--- config.mk ---
export PLATFORM = sky130hd
export DESIGN_NAME = pipeline_hazard_controller_flat
export DESIGN_NICKNAME = d
export VERILOG_FILES = /design/src/rtl/pipeline_hazard_controller_if.sv /design/src/rtl/pipeline_hazard_controller.sv /design/src/flat_wrapper.sv
export SDC_FILE = /design/constraint.sdc
export NUM_CORES = 1
export LEC_CHECK = 0
export BUFFER_PORTS_ARGS = -buffer_cell sky130_fd_sc_hd__buf_2
export CORE_MARGIN = 3
export CORE_UTILIZATION = 30
export CTS_CLUSTER_DIAMETER = 40
export DETAILED_ROUTE_END_ITERATION = 10
export GPL_TIMING_DRIVEN = 0
export HOLD_SLACK_MARGIN = 0.03
export PLACE_DENSITY = 0.5
export SYNTH_ARGS = -nofsm -noshare
export SYNTH_HDL_FRONTEND = slang
export SYNTH_SLANG_ARGS = --single-unit
--- constraint.sdc ---
create_clock -name clk -period 2.74 [get_ports clk]
set_input_delay 0.411 -clock clk [delete_from_list [all_inputs] [get_ports clk]]
set_output_delay 0.411 -clock clk [all_outputs]
set_load 0.005 [all_outputs]
--- src/rtl/pipeline_hazard_controller_if.sv ---
// ID-stage request and hazard-control response bundle for pipeline_hazard_controller.
// The master side is the core top (ID decode plus memory status); the slave side is the controller.
interface pipeline_hazard_controller_if #(
    parameter int unsigned REG_ADDR_W = 4,
    parameter int unsigned DEPTH      = 3
);
    localparam int unsigned SEL_W = $clog2(DEPTH + 1);

    logic [REG_ADDR_W-1:0] id_src1;
    logic [REG_ADDR_W-1:0] id_src2;
    logic                  id_two_src;
    logic                  id_ignore_hazard;
    logic                  id_wb_en;
    logic [REG_ADDR_W-1:0] id_dest;
    logic                  id_mem_read;
    logic                  flush;
    logic                  mem_ready;

    logic                  freeze_front;
    logic                  bubble;
    logic                  freeze_all;
    logic [SEL_W-1:0]      fwd_sel1;
    logic [SEL_W-1:0]      fwd_sel2;
    logic [15:0]           stall_count;
    logic [DEPTH-1:0]      slot_valid;

    modport master (
        output id_src1, id_src2, id_two_src, id_ignore_hazard, id_wb_en, id_dest, id_mem_read,
        output flush, mem_ready,
        input  freeze_front, bubble, freeze_all, fwd_sel1, fwd_sel2, stall_count, slot_valid
    );

    modport slave (
        input  id_src1, id_src2, id_two_src, id_ignore_hazard, id_wb_en, id_dest, id_mem_read,
        input  flush, mem_ready,
        output freeze_front, bubble, freeze_all, fwd_sel1, fwd_sel2, stall_count, slot_valid
    );
endinterface

--- src/rtl/pipeline_hazard_controller.sv ---
// Scoreboard-based hazard controller: stall/bubble, operand-forward selects and a global freeze
// while a load waits on the data memory.
module pipeline_hazard_controller #(
    parameter int unsigned REG_ADDR_W = 4,
    parameter int unsigned DEPTH      = 3,
    parameter bit          FWD_EN     = 1'b1,
    parameter int unsigned MEM_SLOT   = 1
) (
    input logic                         clk,
    input logic                         rst,
    pipeline_hazard_controller_if.slave bus
);
    localparam int unsigned SEL_W = $clog2(DEPTH + 1);

    typedef struct packed {
        logic                  valid;
        logic                  wb_en;
        logic [REG_ADDR_W-1:0] dest;
        logic                  is_load;
    } slot_t;

    slot_t [DEPTH-1:0] slot_q, slot_d;
    logic [15:0]       stall_cnt_q, stall_cnt_d;

    logic [DEPTH-1:0]  match1, match2;
    logic              mem_wait;
    logic              hazard;
    logic              front_hold;
    logic              bubble_int;
    logic [SEL_W-1:0]  sel1, sel2;

    assign mem_wait   = slot_q[MEM_SLOT].valid && slot_q[MEM_SLOT].is_load && !bus.mem_ready;
    assign front_hold = mem_wait || (hazard && !bus.flush);
    // A pending flush is held off while frozen; ID stays frozen so it is seen again later.
    assign bubble_int = !mem_wait && (hazard || bus.flush);

    always_comb begin
        match1 = '0;
        match2 = '0;
        for (int k = 0; k < int'(DEPTH); k++) begin
            match1[k] = slot_q[k].valid && slot_q[k].wb_en && (slot_q[k].dest == bus.id_src1)
                        && !bus.id_ignore_hazard;
            match2[k] = slot_q[k].valid && slot_q[k].wb_en && (slot_q[k].dest == bus.id_src2)
                        && !bus.id_ignore_hazard && bus.id_two_src;
        end
    end

    // Walk oldest to youngest so the youngest matching producer sets the select last.
    always_comb begin
        hazard = 1'b0;
        sel1   = '0;
        sel2   = '0;
        for (int k = int'(DEPTH) - 1; k >= 0; k--) begin
            if (FWD_EN) begin
                if ((match1[k] || match2[k]) && slot_q[k].is_load && (k < int'(MEM_SLOT))) begin
                    hazard = 1'b1;
                end
                if (match1[k]) begin
                    sel1 = SEL_W'(k + 1);
                end
                if (match2[k]) begin
                    sel2 = SEL_W'(k + 1);
                end
            end else if ((match1[k] || match2[k]) && (k < int'(DEPTH) - 1)) begin
                // The last slot writes back this cycle and the regfile is write-first.
                hazard = 1'b1;
            end
        end
        if (hazard) begin
            sel1 = '0;
            sel2 = '0;
        end
    end

    always_comb begin
        slot_d      = slot_q;
        stall_cnt_d = stall_cnt_q;
        if (!mem_wait) begin
            for (int k = int'(DEPTH) - 1; k >= 1; k--) begin
                slot_d[k] = slot_q[k-1];
            end
            if (bubble_int) begin
                slot_d[0] = '0;
            end else begin
                slot_d[0] = '{valid: 1'b1, wb_en: bus.id_wb_en, dest: bus.id_dest,
                              is_load: bus.id_mem_read};
            end
        end
        if (front_hold && (stall_cnt_q != 16'hFFFF)) begin
            stall_cnt_d = stall_cnt_q + 16'd1;
        end
    end

    always_ff @(posedge clk) begin
        if (rst) begin
            slot_q      <= '0;
            stall_cnt_q <= '0;
        end else begin
            slot_q      <= slot_d;
            stall_cnt_q <= stall_cnt_d;
        end
    end

    always_comb begin
        bus.freeze_all   = 1'b0;
        bus.freeze_front = 1'b0;
        bus.bubble       = 1'b0;
        bus.fwd_sel1     = '0;
        bus.fwd_sel2     = '0;
        bus.stall_count  = '0;
        bus.slot_valid   = '0;
        if (!rst) begin
            bus.freeze_all   = mem_wait;
            bus.freeze_front = front_hold;
            bus.bubble       = bubble_int;
            bus.fwd_sel1     = sel1;
            bus.fwd_sel2     = sel2;
            bus.stall_count  = stall_cnt_q;
            for (int k = 0; k < int'(DEPTH); k++) begin
                bus.slot_valid[k] = slot_q[k].valid;
            end
        end
    end
endmodule

--- src/flat_wrapper.sv ---
// flat-port wrapper written by rule: the top's interface ports become plain ports
module pipeline_hazard_controller_flat 
#(
    parameter int unsigned REG_ADDR_W = 4,
    parameter int unsigned DEPTH      = 3,
    parameter bit          FWD_EN     = 1'b1,
    parameter int unsigned MEM_SLOT   = 1
)
  (clk, rst, bus_id_src1, bus_id_src2, bus_id_two_src, bus_id_ignore_hazard, bus_id_wb_en, bus_id_dest, bus_id_mem_read, bus_flush, bus_mem_ready, bus_freeze_front, bus_bubble, bus_freeze_all, bus_fwd_sel1, bus_fwd_sel2, bus_stall_count, bus_slot_valid);
  pipeline_hazard_controller_if #(.REG_ADDR_W(REG_ADDR_W), .DEPTH(DEPTH)) bus_i ();
  input logic clk;
  input logic rst;
  input wire logic [$bits(bus_i.id_src1)-1:0] bus_id_src1;
  input wire logic [$bits(bus_i.id_src2)-1:0] bus_id_src2;
  input wire logic [$bits(bus_i.id_two_src)-1:0] bus_id_two_src;
  input wire logic [$bits(bus_i.id_ignore_hazard)-1:0] bus_id_ignore_hazard;
  input wire logic [$bits(bus_i.id_wb_en)-1:0] bus_id_wb_en;
  input wire logic [$bits(bus_i.id_dest)-1:0] bus_id_dest;
  input wire logic [$bits(bus_i.id_mem_read)-1:0] bus_id_mem_read;
  input wire logic [$bits(bus_i.flush)-1:0] bus_flush;
  input wire logic [$bits(bus_i.mem_ready)-1:0] bus_mem_ready;
  output wire logic [$bits(bus_i.freeze_front)-1:0] bus_freeze_front;
  output wire logic [$bits(bus_i.bubble)-1:0] bus_bubble;
  output wire logic [$bits(bus_i.freeze_all)-1:0] bus_freeze_all;
  output wire logic [$bits(bus_i.fwd_sel1)-1:0] bus_fwd_sel1;
  output wire logic [$bits(bus_i.fwd_sel2)-1:0] bus_fwd_sel2;
  output wire logic [$bits(bus_i.stall_count)-1:0] bus_stall_count;
  output wire logic [$bits(bus_i.slot_valid)-1:0] bus_slot_valid;
  assign bus_i.id_src1 = bus_id_src1;
  assign bus_i.id_src2 = bus_id_src2;
  assign bus_i.id_two_src = bus_id_two_src;
  assign bus_i.id_ignore_hazard = bus_id_ignore_hazard;
  assign bus_i.id_wb_en = bus_id_wb_en;
  assign bus_i.id_dest = bus_id_dest;
  assign bus_i.id_mem_read = bus_id_mem_read;
  assign bus_i.flush = bus_flush;
  assign bus_i.mem_ready = bus_mem_ready;
  assign bus_freeze_front = bus_i.freeze_front;
  assign bus_bubble = bus_i.bubble;
  assign bus_freeze_all = bus_i.freeze_all;
  assign bus_fwd_sel1 = bus_i.fwd_sel1;
  assign bus_fwd_sel2 = bus_i.fwd_sel2;
  assign bus_stall_count = bus_i.stall_count;
  assign bus_slot_valid = bus_i.slot_valid;
  pipeline_hazard_controller #(.REG_ADDR_W(REG_ADDR_W), .DEPTH(DEPTH), .FWD_EN(FWD_EN), .MEM_SLOT(MEM_SLOT)) u_core (.clk(clk), .rst(rst), .bus(bus_i));
endmodule
=== After elaboration in Yosys (flattened, before gate mapping) ===
Cells that the tools add are included.

* Word-level logic and storage cells: 68
* Output and inout bits: 26
* Bits in registers: 36
* Bits of input ports: 20

* Reductions and logical operators: 31
* Add/subtract/negate cells: 1
* Muxes and demuxes: 17
* Eq/ne operators: 7

{| class="wikitable"
|+ Operators with widths
! kind !! number
|-
| 4-bit == test || 6
|-
| 1-bit logical AND || 24
|-
| 2-bit 2-to-1 mux || 10
|-
| 16-bit by 1-bit adder with 16-bit output (second input constant) || 1
|-
| 16-bit 2-to-1 mux || 1
|-
| 16-bit != test (second input constant) || 1
|-
| 7-bit 2-to-1 mux || 1
|-
| 1-bit logical NOT || 4
|-
| 1-bit 2-to-1 mux || 4
|-
| 1-bit logical OR || 3
|-
| 3-bit 2-to-1 mux || 1
|}

=== Longest topological paths before layout ===
Gate-level depths: netlist of the first run.

* Word-level depth: 10
* Gate-level depth with buffers: 7
* Depth with buffers taken out: 6

=== Worst setup path before layout of the first run ===
Ideal clock, no wire load.

* Path kind: input port to output port
* From: in bus_id_src2[0]
* To: out bus_fwd_sel2[1]
* Required time: 2.329 ns
* Setup slack: 0.686 ns
* Cell stages on the path: 5
* Arrival: 1.643 ns
* Path buffers: 0
* Cells stage by stage: xnor2_1 nand3_1 or4b_1 nor2b_1 a2111oi_0

* Longest elaborated chain between the ends: 9
* Elaborated cells on any way between the ends: 20
* Those cells by class: eq/ne: 3; mux: 6; reduce/logical: 11

{| class="wikitable"
|+ Ends and longest elaborated chain
! what !! line !! RTL
|-
| start: declaration || flat_wrapper.sv:14 || <nowiki>input wire logic [$bits(bus_i.id_src2)-1:0] bus_id_src2;</nowiki>
|-
| 4-bit == test || pipeline_hazard_controller.sv:43 || <nowiki>match2[k] = slot_q[k].valid && slot_q[k].wb_en && (slot_q[k].dest == bus.id_src2)</nowiki>
|-
| 1-bit logical AND || pipeline_hazard_controller.sv:43 ||
|-
| 1-bit logical AND (2 in series) || pipeline_hazard_controller.sv:44 || <nowiki>&& !bus.id_ignore_hazard && bus.id_two_src;</nowiki>
|-
| 2-bit 2-to-1 mux or 1-bit logical OR (tied branches) || pipeline_hazard_controller.sv:61, pipeline_hazard_controller.sv:55 ||
|-
| 2-bit 2-to-1 mux or 1-bit logical AND (tied branches) || pipeline_hazard_controller.sv:61, pipeline_hazard_controller.sv:55 ||
|-
| 2-bit 2-to-1 mux or 1-bit 2-to-1 mux (tied branches) || pipeline_hazard_controller.sv:61, pipeline_hazard_controller.sv:55 ||
|-
| 2-bit 2-to-1 mux * || pipeline_hazard_controller.sv:69 || <nowiki>if (hazard) begin</nowiki>
|-
| 2-bit 2-to-1 mux * || pipeline_hazard_controller.sv:112 || <nowiki>if (!rst) begin</nowiki>
|-
| end: declaration || flat_wrapper.sv:26 || <nowiki>output wire logic [$bits(bus_i.fwd_sel2)-1:0] bus_fwd_sel2;</nowiki>
|}

Mark *: on every way between the ends. The rest lies on a longest branch, timed or not.

=== Worst setup path in the final report of the first run ===
* From: reg u_core.slot_q[3] in the netlist's numbering
* To: out bus_bubble

* Longest elaborated chain between the ends: 10
* Elaborated cells on any way between the ends: 13
* Those cells by class: eq/ne: 2; mux: 2; reduce/logical: 9

{| class="wikitable"
|+ Ends and longest elaborated chain
! what !! line !! RTL
|-
| start: declaration || pipeline_hazard_controller.sv:22 || <nowiki>slot_t [DEPTH-1:0] slot_q, slot_d;</nowiki>
|-
| start signal: assignment || pipeline_hazard_controller.sv:99 || <nowiki>slot_q <= slot_d;</nowiki>
|-
| 4-bit == test || pipeline_hazard_controller.sv:43 ||
|-
| 1-bit logical AND || pipeline_hazard_controller.sv:43 ||
|-
| 1-bit logical AND (2 in series) || pipeline_hazard_controller.sv:44 ||
|-
| 1-bit logical OR * || pipeline_hazard_controller.sv:55 || <nowiki>if ((match1[k] || match2[k]) && slot_q[k].is_load && (k < int'(MEM_SLOT))) begin</nowiki>
|-
| 1-bit logical AND * || pipeline_hazard_controller.sv:55 ||
|-
| 1-bit 2-to-1 mux * || pipeline_hazard_controller.sv:55 ||
|-
| 1-bit logical OR * || pipeline_hazard_controller.sv:35 || <nowiki>assign bubble_int = !mem_wait && (hazard || bus.flush);</nowiki>
|-
| 1-bit logical AND * || pipeline_hazard_controller.sv:35 ||
|-
| 1-bit 2-to-1 mux * || pipeline_hazard_controller.sv:112 ||
|-
| end: declaration || flat_wrapper.sv:23 || <nowiki>output wire logic [$bits(bus_i.bubble)-1:0] bus_bubble;</nowiki>
|}

Marked as above.

==> flow_metrics.py, run 1 <==
metrics = {
    "run_status": {
        "status": "completed",
    },
    "sta": {
        "worst_pin_slew_ns": 0.654,
        "slew_headroom": 0.562,
        "fmax_ghz": 0.397,
        "drv_slew": 0,
        "fin_ws_ns": 0.219,
        "finClkSkew_ns": 0.00627,
        "fin_crit_ns": 2.52,
        "min_period_over_period": 0.920,
        "hold_viol_final": 0,
        "setup_viol": 0,
        "setup_tns_ns": 0,
        "rsz0062_at_grt": "false",
    },
    "power_and_ir_drop": {
        "p_seq_frac": 0.518,
        "ir_worst_vdd_mv": 0.195,
        "p_int_uw": 779,
        "p_per_area_mw_per_mm2": 411,
        "swShare": 0.256,
        "p_clk_frac": 0.387,
        "p_comb_frac": 0.095,
        "power_mw": 1.05,
        "p_switching_uw": 268,
        "p_leak_nw": 0.948,
    },
    "floorplan": {
        "die_area_mm2": 0.00802,
        "die_y_um": 89.6,
        "num_rows": 29,
        "start_util": 0.319,
        "io_pins": 46,
        "core_mm2": 0.00657,
        "die_w_um": 89.6,
    },
    "global_routing": {
        "grt_usage": 0.156,
        "grt_pass1_vias": 1874,
        "overflow": 0,
        "grt_max_degree": 12,
        "antenna_found_initial": 0,
        "grt_first_pass_wirelength_mm": 9.49,
    },
    "synth": {
        "synth-seq-cells": 36,
        "yosys.area.top_type": "dfxtp_1",
        "synth_area_mm2": 0.00209,
        "synth_cells": 254,
        "synth_seq_area_share": 0.344,
        "async_reset_ff_frac": 0,
        "yosysWarnings": 0,
        "synth-edff-count": 0,
        "synth_cell_type_count": 44,
        "avgSynthCellArea_um2": 8.25,
        "ys.flop_type": "dfxtp_1",
        "syn-num-nets": 275,
        "yosys.area.top_type_share": 0.344,
        "synthTopCellsByArea": "dfxtp_1 (34%), xnor2_1 (7.5%), nor2b_1 (6.3%), mux2_1 (5.4%), nand2_1 (4.8%)",
    },
    "clock_network": {
        "cts_tree": "yes",
        "hold_buffers": 0,
        "cts_setup_buffers": 0,
        "clkLatencyLatePin_ns": 0.29,
        "cts_num_sinks": 36,
        "htree_levels": 2,
        "cts_inserted_buffers": 5,
        "cts_max_path_buffers": 2,
        "path_clk_slew_ns": 0.07,
        "ctsRootBufferMaster": "clkbuf_8",
    },
    "placement": {
        "place_congestion": 0.870,
        "port_buffers": 44,
        "dp_slack_ns": 0.0722,
        "dpl.hpwl_mm": 4.43,
    },
    "routing": {
        "dr.pass1.iters": 5,
        "routed_wl_mm": 5.83,
        "antenna_left": 0,
        "drtIter0Drc": 79,
        "vias_per_cell": 4.83,
        "num_vias": 1927,
        "drc": 0,
        "routedWlPerCell_um": 14.6,
    },
    "layout": {
        "regArea_um2": 721,
        "fillers": 723,
        "n_antenna_cell": 0,
        "area_growth_syn_to_layout_pct": 21.6,
        "nets": 326,
        "layout_common_cells": "buf_2 (44), dfxtp_1 (36), nand2_1 (27)",
        "multiInputGateArea_mm2": 0.00134,
        "layout_commonest_cell": "buf_2",
        "drive_gt1_frac": 0.206,
    },
    "setup_path": {
        "cp_max_fo": 8,
        "cpMaxStageDelayCell": "dfxtp_1",
        "cp-start-kind": "register",
        "endpoint_kind": "primary output",
        "max_stage_delay_ns": 0.44,
        "critical_path_class": "register to primary output",
        "cp_cell_sequence": "xnor2_1 > nand4b_1 > nor2_2 > o21ai_0 > nand2b_2 > nor3b_1 > buf_2",
        "arrival_ns": 2.11,
        "crit_required_ns": 2.33,
    },
    "flow_run": {
        "drv_cap": 0,
    },
    "worst_hold_path": {
        "min_path_type": "primary input to register",
    },
}
## synth_stat cells (3+ instances only)
library cell / count
a21oi_1: 16
o21ai_0: 4
nor3b_1: 4
xnor2_1: 18
nand4_1: 4
o21ai_1: 7
xor2_1: 6
inv_1: 3
and3_1: 4
mux2_1: 10
nor2_1: 18
dfxtp_1: 36
clkbuf_1: 8
nand2b_1: 3
nand2_1: 27
nand3b_1: 12
nor3_1: 9
nand3_1: 13
nor2b_1: 21
## layout make-up
| type | count | area share |
|---|---|---|
| clock inverters | 1 | 0.00295 |
| clock buffers | 7 | 0.0339 |
| multi-input cells | 204 | 0.524 |
| plain buffers | 11 | 0.0192 |
| well taps | 93 | 0.0457 |
| repair buffers | 44 | 0.0865 |
| flip-flops and latches | 36 | 0.283 |
| inverters | 3 | 0.00442 |
## registers in the layout, indices dropped and copies added (netlist names)
register,flops
u_core.stall_cnt_q,16
u_core.slot_q,20
## per-stage QoR
step	hold WS, ns	utilization	cell area, µm²	instances
after floorplan	0.445	-	2090	254
after global placement	0.459	0.370	2430	391
after detailed placement	0.465	0.370	2430	391
after CTS	0.365	0.386	2530	399
after global routing	0.374	0.388	2550	399
final	0.369	0.388	2550	399
## layer usage
| layer | part of all wire | global-route usage | wire length [µm] | vias up |
|---|---|---|---|---|
| met2 | 0.46 | 0.242 | 2670 | 34 |
| met1 | 0.49 | 0.214 | 2870 | 891 |
| met4 | 0.013 | 0.0501 | 77 | 0 |
| met5 | 0 | 0 | 0 | - |
| met3 | 0.037 | 0.0369 | 213 | 7 |
| li1 | - | - | - | 995 |
## logic make-up after synthesis
| logic type | after synthesis | synth area share |
|---|---|---|
| xor+xnor | 24 | 0.100 |
| fa+ha+maj | 1 | 0.00597 |
| simple gates | 128 | 0.343 |
| compound gates | 41 | 0.124 |
| flops | 36 | 0.344 |
| mux | 10 | 0.0538 |
| buf+inv | 14 | 0.0287 |
## timing repair
action,4_1_cts,5_1_grt
endpoints found under the hold margin,0,0
endpoints found under the setup margin,1,1
resized for setup,2,3
## worst paths after layout
kind	startpoint	to	slack, ns	cells past startpoint
hold reg to reg	u_core.slot_q[12]	u_core.slot_q[12]	0.47	2
hold / removal	bus_mem_ready	u_core.slot_q[20]	0.37	2
setup reg to reg	u_core.slot_q[3]	u_core.stall_cnt_q[5]	0.60	7
setup / recovery	u_core.slot_q[3]	bus_bubble	0.22	7
## power groups by stage
stage | combinational [mW] | clock, mW | sequential [mW]
floorplan | 0.0595 | 0 | 0.552
global placement | 0.0980 | 0 | 0.556
detailed placement | 0.0981 | 0 | 0.555
CTS | 0.0992 | 0.414 | 0.543
global route | 0.110 | 0.440 | 0.545
finish | 0.0994 | 0.405 | 0.543
## critical path, delay by kind of cell (launching register included)
family,cells,cell delay (ns)
AOI/OAI and AO/OA,1,0.16
DFF,1,0.44
xor gates and xnor gates,1,0.15
buffers and inverters,1,0.16
and+or+nand+nor,4,0.90
Power figures use the tool's default switching activity.
==> inputs of run 2 (changes only) <==
==> constraint.sdc (replaced) <==
create_clock -name clk -period 2.74 [get_ports clk]
set_input_delay 0.137 -clock clk [delete_from_list [all_inputs] [get_ports clk]]
set_output_delay 0.137 -clock clk [all_outputs]
set_load 0.005 [all_outputs]
==> run 2 against run 1 <==
Net effect: combinational power is 1% lower; clock-buffer cell count is the same; sequential cell count unchanged; setup slack better by 0.16 ns; wire length shrank 0.81%; sequential power barely moved; via count decreased by 0.26%; critical path type unchanged; largest power group unchanged; highest routed layer unchanged.
==> flow_metrics.py, run 2 (same netlist as run 1, synthesis figures left out) <==
metrics = {
    "floorplan": {
        "die_area_mm2": 0.00802,
        "start_util": 0.319,
        "core_mm2": 0.00657,
        "die_y_um": 89.6,
        "die_w_um": 89.6,
        "io_pins": 46,
        "num_rows": 29,
    },
    "power_and_ir_drop": {
        "p_seq_frac": 0.521,
        "p_comb_frac": 0.094,
        "p_int_uw": 779,
        "p_switching_uw": 263,
        "p_per_area_mw_per_mm2": 411,
        "ir_worst_vdd_mv": 0.191,
        "p_leak_nw": 0.941,
        "p_clk_frac": 0.385,
        "swShare": 0.252,
    },
    "clock_network": {
        "cts_tree": "yes",
        "path_clk_slew_ns": 0.07,
        "cts_max_path_buffers": 2,
        "cts_setup_buffers": 0,
        "cts_inserted_buffers": 5,
        "htree_levels": 2,
        "cts_num_sinks": 36,
        "hold_buffers": 0,
        "clkLatencyLatePin_ns": 0.29,
        "ctsRootBufferMaster": "clkbuf_8",
    },
    "setup_path": {
        "critical_path_class": "register to primary output",
        "r2r_end": "u_core.stall_cnt_q[5]",
        "cpMaxStageDelayCell": "dfxtp_1",
        "cp_cell_sequence": "xnor2_1 > nand4b_1 > nor2_1 > o21ai_0 > nand2b_1 > nor3b_1 > buf_2",
        "endpoint_kind": "primary output",
        "max_stage_delay_ns": 0.44,
        "arrival_ns": 2.23,
        "r2r-start": "u_core.slot_q[3]",
        "reg2reg_depth": 7,
        "cp_max_fo": 8,
        "crit_required_ns": 2.60,
        "cp-start-kind": "register",
        "r2r_slack_ns": 0.63,
    },
    "routing": {
        "num_vias": 1922,
        "drtIter0Drc": 71,
        "antenna_left": 0,
        "dr.pass1.iters": 5,
        "vias_per_cell": 4.82,
        "drc": 0,
        "routed_wl_mm": 5.79,
        "routedWlPerCell_um": 14.5,
    },
    "placement": {
        "dpl.hpwl_mm": 4.43,
        "place_congestion": 0.870,
        "port_buffers": 44,
        "placed_cells": 391,
    },
    "layout": {
        "area_growth_syn_to_layout_pct": 21.0,
        "drive_gt1_frac": 0.199,
        "layout_common_cells": "buf_2 (44), dfxtp_1 (36), nand2_1 (27)",
        "layout_commonest_cell": "buf_2",
        "largest_reg_flops": 20,
        "n_antenna_cell": 0,
        "top_register": "u_core.slot_q",
        "layout.cells.non_filler": 399,
        "reg.largest.list": "u_core.slot_q x20, u_core.stall_cnt_q x16",
        "nets": 326,
    },
    "worst_hold_path": {
        "whs_endpoint": "u_core.slot_q[20]",
        "min_path_type": "primary input to register",
        "hold_path_depth": 2,
        "min_from": "bus_mem_ready",
    },
    "sta": {
        "setup_viol": 0,
        "drv_slew": 0,
        "setup_tns_ns": 0,
        "hold_viol_final": 0,
        "slew_headroom": 0.570,
        "fin_crit_ns": 2.36,
        "min_period_over_period": 0.862,
        "rsz0062_at_grt": "false",
        "fmax_ghz": 0.423,
        "finClkSkew_ns": 0.00471,
        "worst_pin_slew_ns": 0.643,
    },
    "global_routing": {
        "grt_first_pass_wirelength_mm": 9.48,
        "grt_usage": 0.157,
        "grt_max_degree": 12,
        "grt_pass1_vias": 1873,
        "antenna_found_initial": 0,
        "overflow": 0,
    },
    "flow_run": {
        "drv_cap": 0,
    },
    "run_status": {
        "status": "completed",
    },
}
[run 2: layout make-up]
class / count / area, µm²
repair buffers: 44 / 220
fillers: 725 / 4030
inverters: 3 / 11.3
plain buffers: 11 / 48.8
clock inverters: 1 / 7.51
well taps: 93 / 116
flip-flops and latches: 36 / 721
multi-input cells: 204 / 1320
clock buffers: 7 / 86.3
[run 2: timing repair]
item	in CTS	in global routing
gates resized for setup	0	2
setup endpoints to repair	0	1
hold endpoints to repair	0	0
[run 2: worst max-delay path by stage]
stage	cells after the start	slack, ns	to	from
global route	7	0.13	bus_bubble	u_core.slot_q[3]
detailed placement	4	0.50	bus_bubble	u_core.slot_q[13]
floorplan	7	0.88	u_core.stall_cnt_q[11]	u_core.slot_q[3]
global placement	4	0.54	bus_bubble	u_core.slot_q[13]
finish	7	0.38	bus_bubble	u_core.slot_q[3]
CTS	4	0.18	bus_bubble	u_core.slot_q[13]
[run 2: power groups by stage]
stage	sequential, mW	clock, mW	combinational (mW)
after floorplan	0.552	0	0.0595
after global placement	0.556	0	0.0980
after detailed placement	0.555	0	0.0981
after CTS	0.543	0.414	0.0986
after global routing	0.545	0.443	0.109
final	0.543	0.401	0.0981
[run 2: per-stage QoR]
stage	hold slack, ns	worst slack, ns	cell area [µm²]	util	power, mW
floorplan	0.255	0.882	2090	-	0.611
global placement	0.379	0.539	2430	0.370	0.654
detailed placement	0.380	0.502	2430	0.370	0.654
CTS	0.0809	0.179	2520	0.384	1.06
global route	0.0965	0.131	2530	0.386	1.10
finish	0.0972	0.378	2530	0.386	1.04
[run 2: critical path, delay by kind of cell, from the launching register on]
family / cells / cell delay [ns]
simple gates: 4 / 1.02
flops: 1 / 0.44
compound gates: 1 / 0.16
buf+inv: 1 / 0.16
xor+xnor: 1 / 0.15
[run 2: per-layer routing]
layer  GRT usage  up-vias  share of wire
met1       0.217      887           0.49
li1            -      998              -
met4      0.0474        0          0.012
met5           0        -              0
met2       0.242       32           0.46
met3      0.0350        5          0.033
==> inputs of run 3 (changes only) <==
--- a/config.mk
+++ b/config.mk
@@ -5,14 +5,18 @@
 export SDC_FILE = /design/constraint.sdc
 export NUM_CORES = 1
 export LEC_CHECK = 0
+export ABC_AREA = 1
 export BUFFER_PORTS_ARGS = -buffer_cell sky130_fd_sc_hd__buf_2
+export CELL_PAD_IN_SITES_DETAIL_PLACEMENT = 1
+export CELL_PAD_IN_SITES_GLOBAL_PLACEMENT = 1
 export CORE_MARGIN = 3
 export CORE_UTILIZATION = 30
 export CTS_CLUSTER_DIAMETER = 40
 export DETAILED_ROUTE_END_ITERATION = 10
 export GPL_TIMING_DRIVEN = 0
 export HOLD_SLACK_MARGIN = 0.03
-export PLACE_DENSITY = 0.5
+export PLACE_DENSITY = 0.67
+export SKIP_CTS_REPAIR_TIMING = 1
 export SYNTH_ARGS = -nofsm -noshare
 export SYNTH_HDL_FRONTEND = slang
 export SYNTH_SLANG_ARGS = --single-unit
==> run 3 against run 2 <==
Net effect: first-iteration DRC count rose by 7.0%; maximum frequency rose by 15%; non-clock buffer count did not move; largest power group unchanged; cell count rose by 27%; core utilization fell by 0.83 points; wire length rose by 16%; die area rose by 3.5%; critical path depth fell by 1; largest cell class unchanged; via count rose by 24%; area after synthesis rose by 3.7%; worst hold slack got worse by 0.0017 ns; clock-buffer cell count fell by 1.
==> flow_metrics.py, run 3 <==
metrics = {
    "sta": {
        "setup_tns_ns": 0,
        "setup_viol": 0,
        "rsz0062_at_grt": "false",
        "fmax_ghz": 0.485,
        "worst_pin_slew_ns": 0.561,
        "hold_viol_final": 0,
        "slew_headroom": 0.626,
        "min_period_over_period": 0.752,
        "finClkSkew_ns": 0.0135,
        "fin_hold_ws_ns": 0.0954,
        "drv_slew": 0,
        "fin_crit_ns": 2.06,
        "fin_ws_ns": 0.679,
    },
    "layout": {
        "top_register": "u_core.slot_q",
        "largest_reg_flops": 20,
        "layout.cells.non_filler": 506,
        "layout_commonest_cell": "nand2_1",
        "reg.largest.list": "u_core.slot_q x20, u_core.stall_cnt_q x16",
        "final_util": 0.378,
        "area_growth_syn_to_layout_pct": 20.1,
        "n_antenna_cell": 0,
        "drive_gt1_frac": 0.168,
        "layout_common_cells": "nand2_1 (85), nor2_1 (74), inv_1 (44), buf_2 (44), dfxtp_1 (36)",
        "fin_area_mm2": 0.00261,
        "nets": 430,
    },
    "run_status": {
        "status": "completed",
    },
    "placement": {
        "place_congestion": 0.813,
        "dpl.hpwl_mm": 5.34,
        "port_buffers": 44,
        "placed_cells": 498,
        "dp_slack_ns": 0.924,
        "dpl_cell_area_mm2": 0.00251,
    },
    "floorplan": {
        "die_w_um": 91.1,
        "die_area_mm2": 0.00830,
        "start_util": 0.314,
        "die_y_um": 91.1,
        "core_mm2": 0.00691,
        "io_pins": 46,
        "num_rows": 30,
    },
    "clock_network": {
        "cts_num_sinks": 36,
        "ctsRootBufferMaster": "clkbuf_8",
        "cts_max_path_buffers": 2,
        "path_clk_slew_ns": 0.08,
        "cts_tree": "yes",
        "cts_inserted_buffers": 5,
        "htree_levels": 2,
        "clkLatencyLatePin_ns": 0.29,
    },
    "synth": {
        "yosys.area.top_type": "dfxtp_1",
        "ys.flop_type": "dfxtp_1",
        "avgSynthCellArea_um2": 6.07,
        "synthTopCellsByArea": "dfxtp_1 (33%), nand2_1 (15%), nor2_1 (13%), inv_1 (7.6%), a21oi_1 (6.5%)",
        "yosysWarnings": 0,
        "synth_seq_area_share": 0.332,
        "synth-seq-cells": 36,
        "synth-edff-count": 0,
        "synth_area_mm2": 0.00217,
        "synth_common_cells": "nand2_1 (85), nor2_1 (74), inv_1 (44)",
        "async_reset_ff_frac": 0,
        "syn-num-nets": 379,
        "synth_cells": 358,
        "yosys.area.top_type_share": 0.332,
        "synth_cell_type_count": 28,
        "yosysMostFrequentCell": "nand2_1",
    },
    "routing": {
        "drc": 0,
        "dr.pass1.iters": 4,
        "routedWlPerCell_um": 13.2,
        "drtIter0Drc": 76,
        "vias_per_cell": 4.71,
        "routed_wl_mm": 6.70,
        "num_vias": 2383,
        "antenna_left": 0,
    },
    "global_routing": {
        "antenna_found_initial": 0,
        "grt_usage": 0.169,
        "grt_pass1_vias": 2393,
        "grt_first_pass_wirelength_mm": 11.5,
        "grt_max_degree": 13,
        "overflow": 0,
    },
    "setup_path": {
        "cp_max_fo": 10,
        "critical_path_class": "register to primary output",
        "arrival_ns": 1.92,
        "cp-start-kind": "register",
        "crit_required_ns": 2.60,
        "endpoint_kind": "primary output",
    },
    "power_and_ir_drop": {
        "p_leak_nw": 1.18,
        "p_per_area_mw_per_mm2": 403,
        "ir_worst_vdd_mv": 0.210,
        "power_mw": 1.05,
    },
    "flow_run": {
        "drv_cap": 0,
    },
    "worst_hold_path": {
        "min_path_type": "primary input to register",
    },
}
==> run 3: where the power goes <==
group	switching, mW	total [mW]	internal [mW]
Clock	0.202	0.408	0.206
Sequential	0.0106	0.543	0.533
Combinational	0.0626	0.0994	0.0367
==> run 3: final cells by class <==
type,count,area (µm²)
timing repair buffer,44,220
inverter,49,184
clock buffer,6,82.6
sequential,36,721
buffer,11,63.8
clock inverter,2,13.8
fill,986,4300
tap,96,120
multi-input combinational,262,1200
==> run 3: worst paths after layout <==
kind	from	to	slack [ns]	depth (start not counted)
max	u_core.slot_q[7]	bus_freeze_front	0.68	6
min	bus_mem_ready	u_core.slot_q[20]	0.1	3
max reg2reg	u_core.stall_cnt_q[0]	u_core.stall_cnt_q[10]	0.89	8
min reg2reg	u_core.slot_q[19]	u_core.slot_q[19]	0.50	2
==> run 3: kinds of logic after synthesis <==
| family | Yosys count | synth area share |
|---|---|---|
| and+or+nand+nor | 201 | 0.394 |
| buffers and inverters | 60 | 0.114 |
| AOI/OAI and AO/OA | 53 | 0.126 |
| DFF | 36 | 0.332 |
| xor gates and xnor gates | 7 | 0.0282 |
| adders and majority gates | 1 | 0.00576 |
==> run 3: routing by layer <==
metal  GRT usage  vias up  share of wire
met4      0.0402        0         0.0069
met3      0.0315        4          0.029
met1       0.236     1118           0.51
met5           0        -              0
li1            -     1227              -
met2       0.267       34           0.45
==> run 3: critical path, stage by stage (launching register included) <==
cell      delay (ns)
dfxtp_1         0.36
nand2_1         0.06
nor2_1          0.33
inv_1           0.21
clkbuf_1        0.27
a21oi_1         0.25
buf_2           0.15
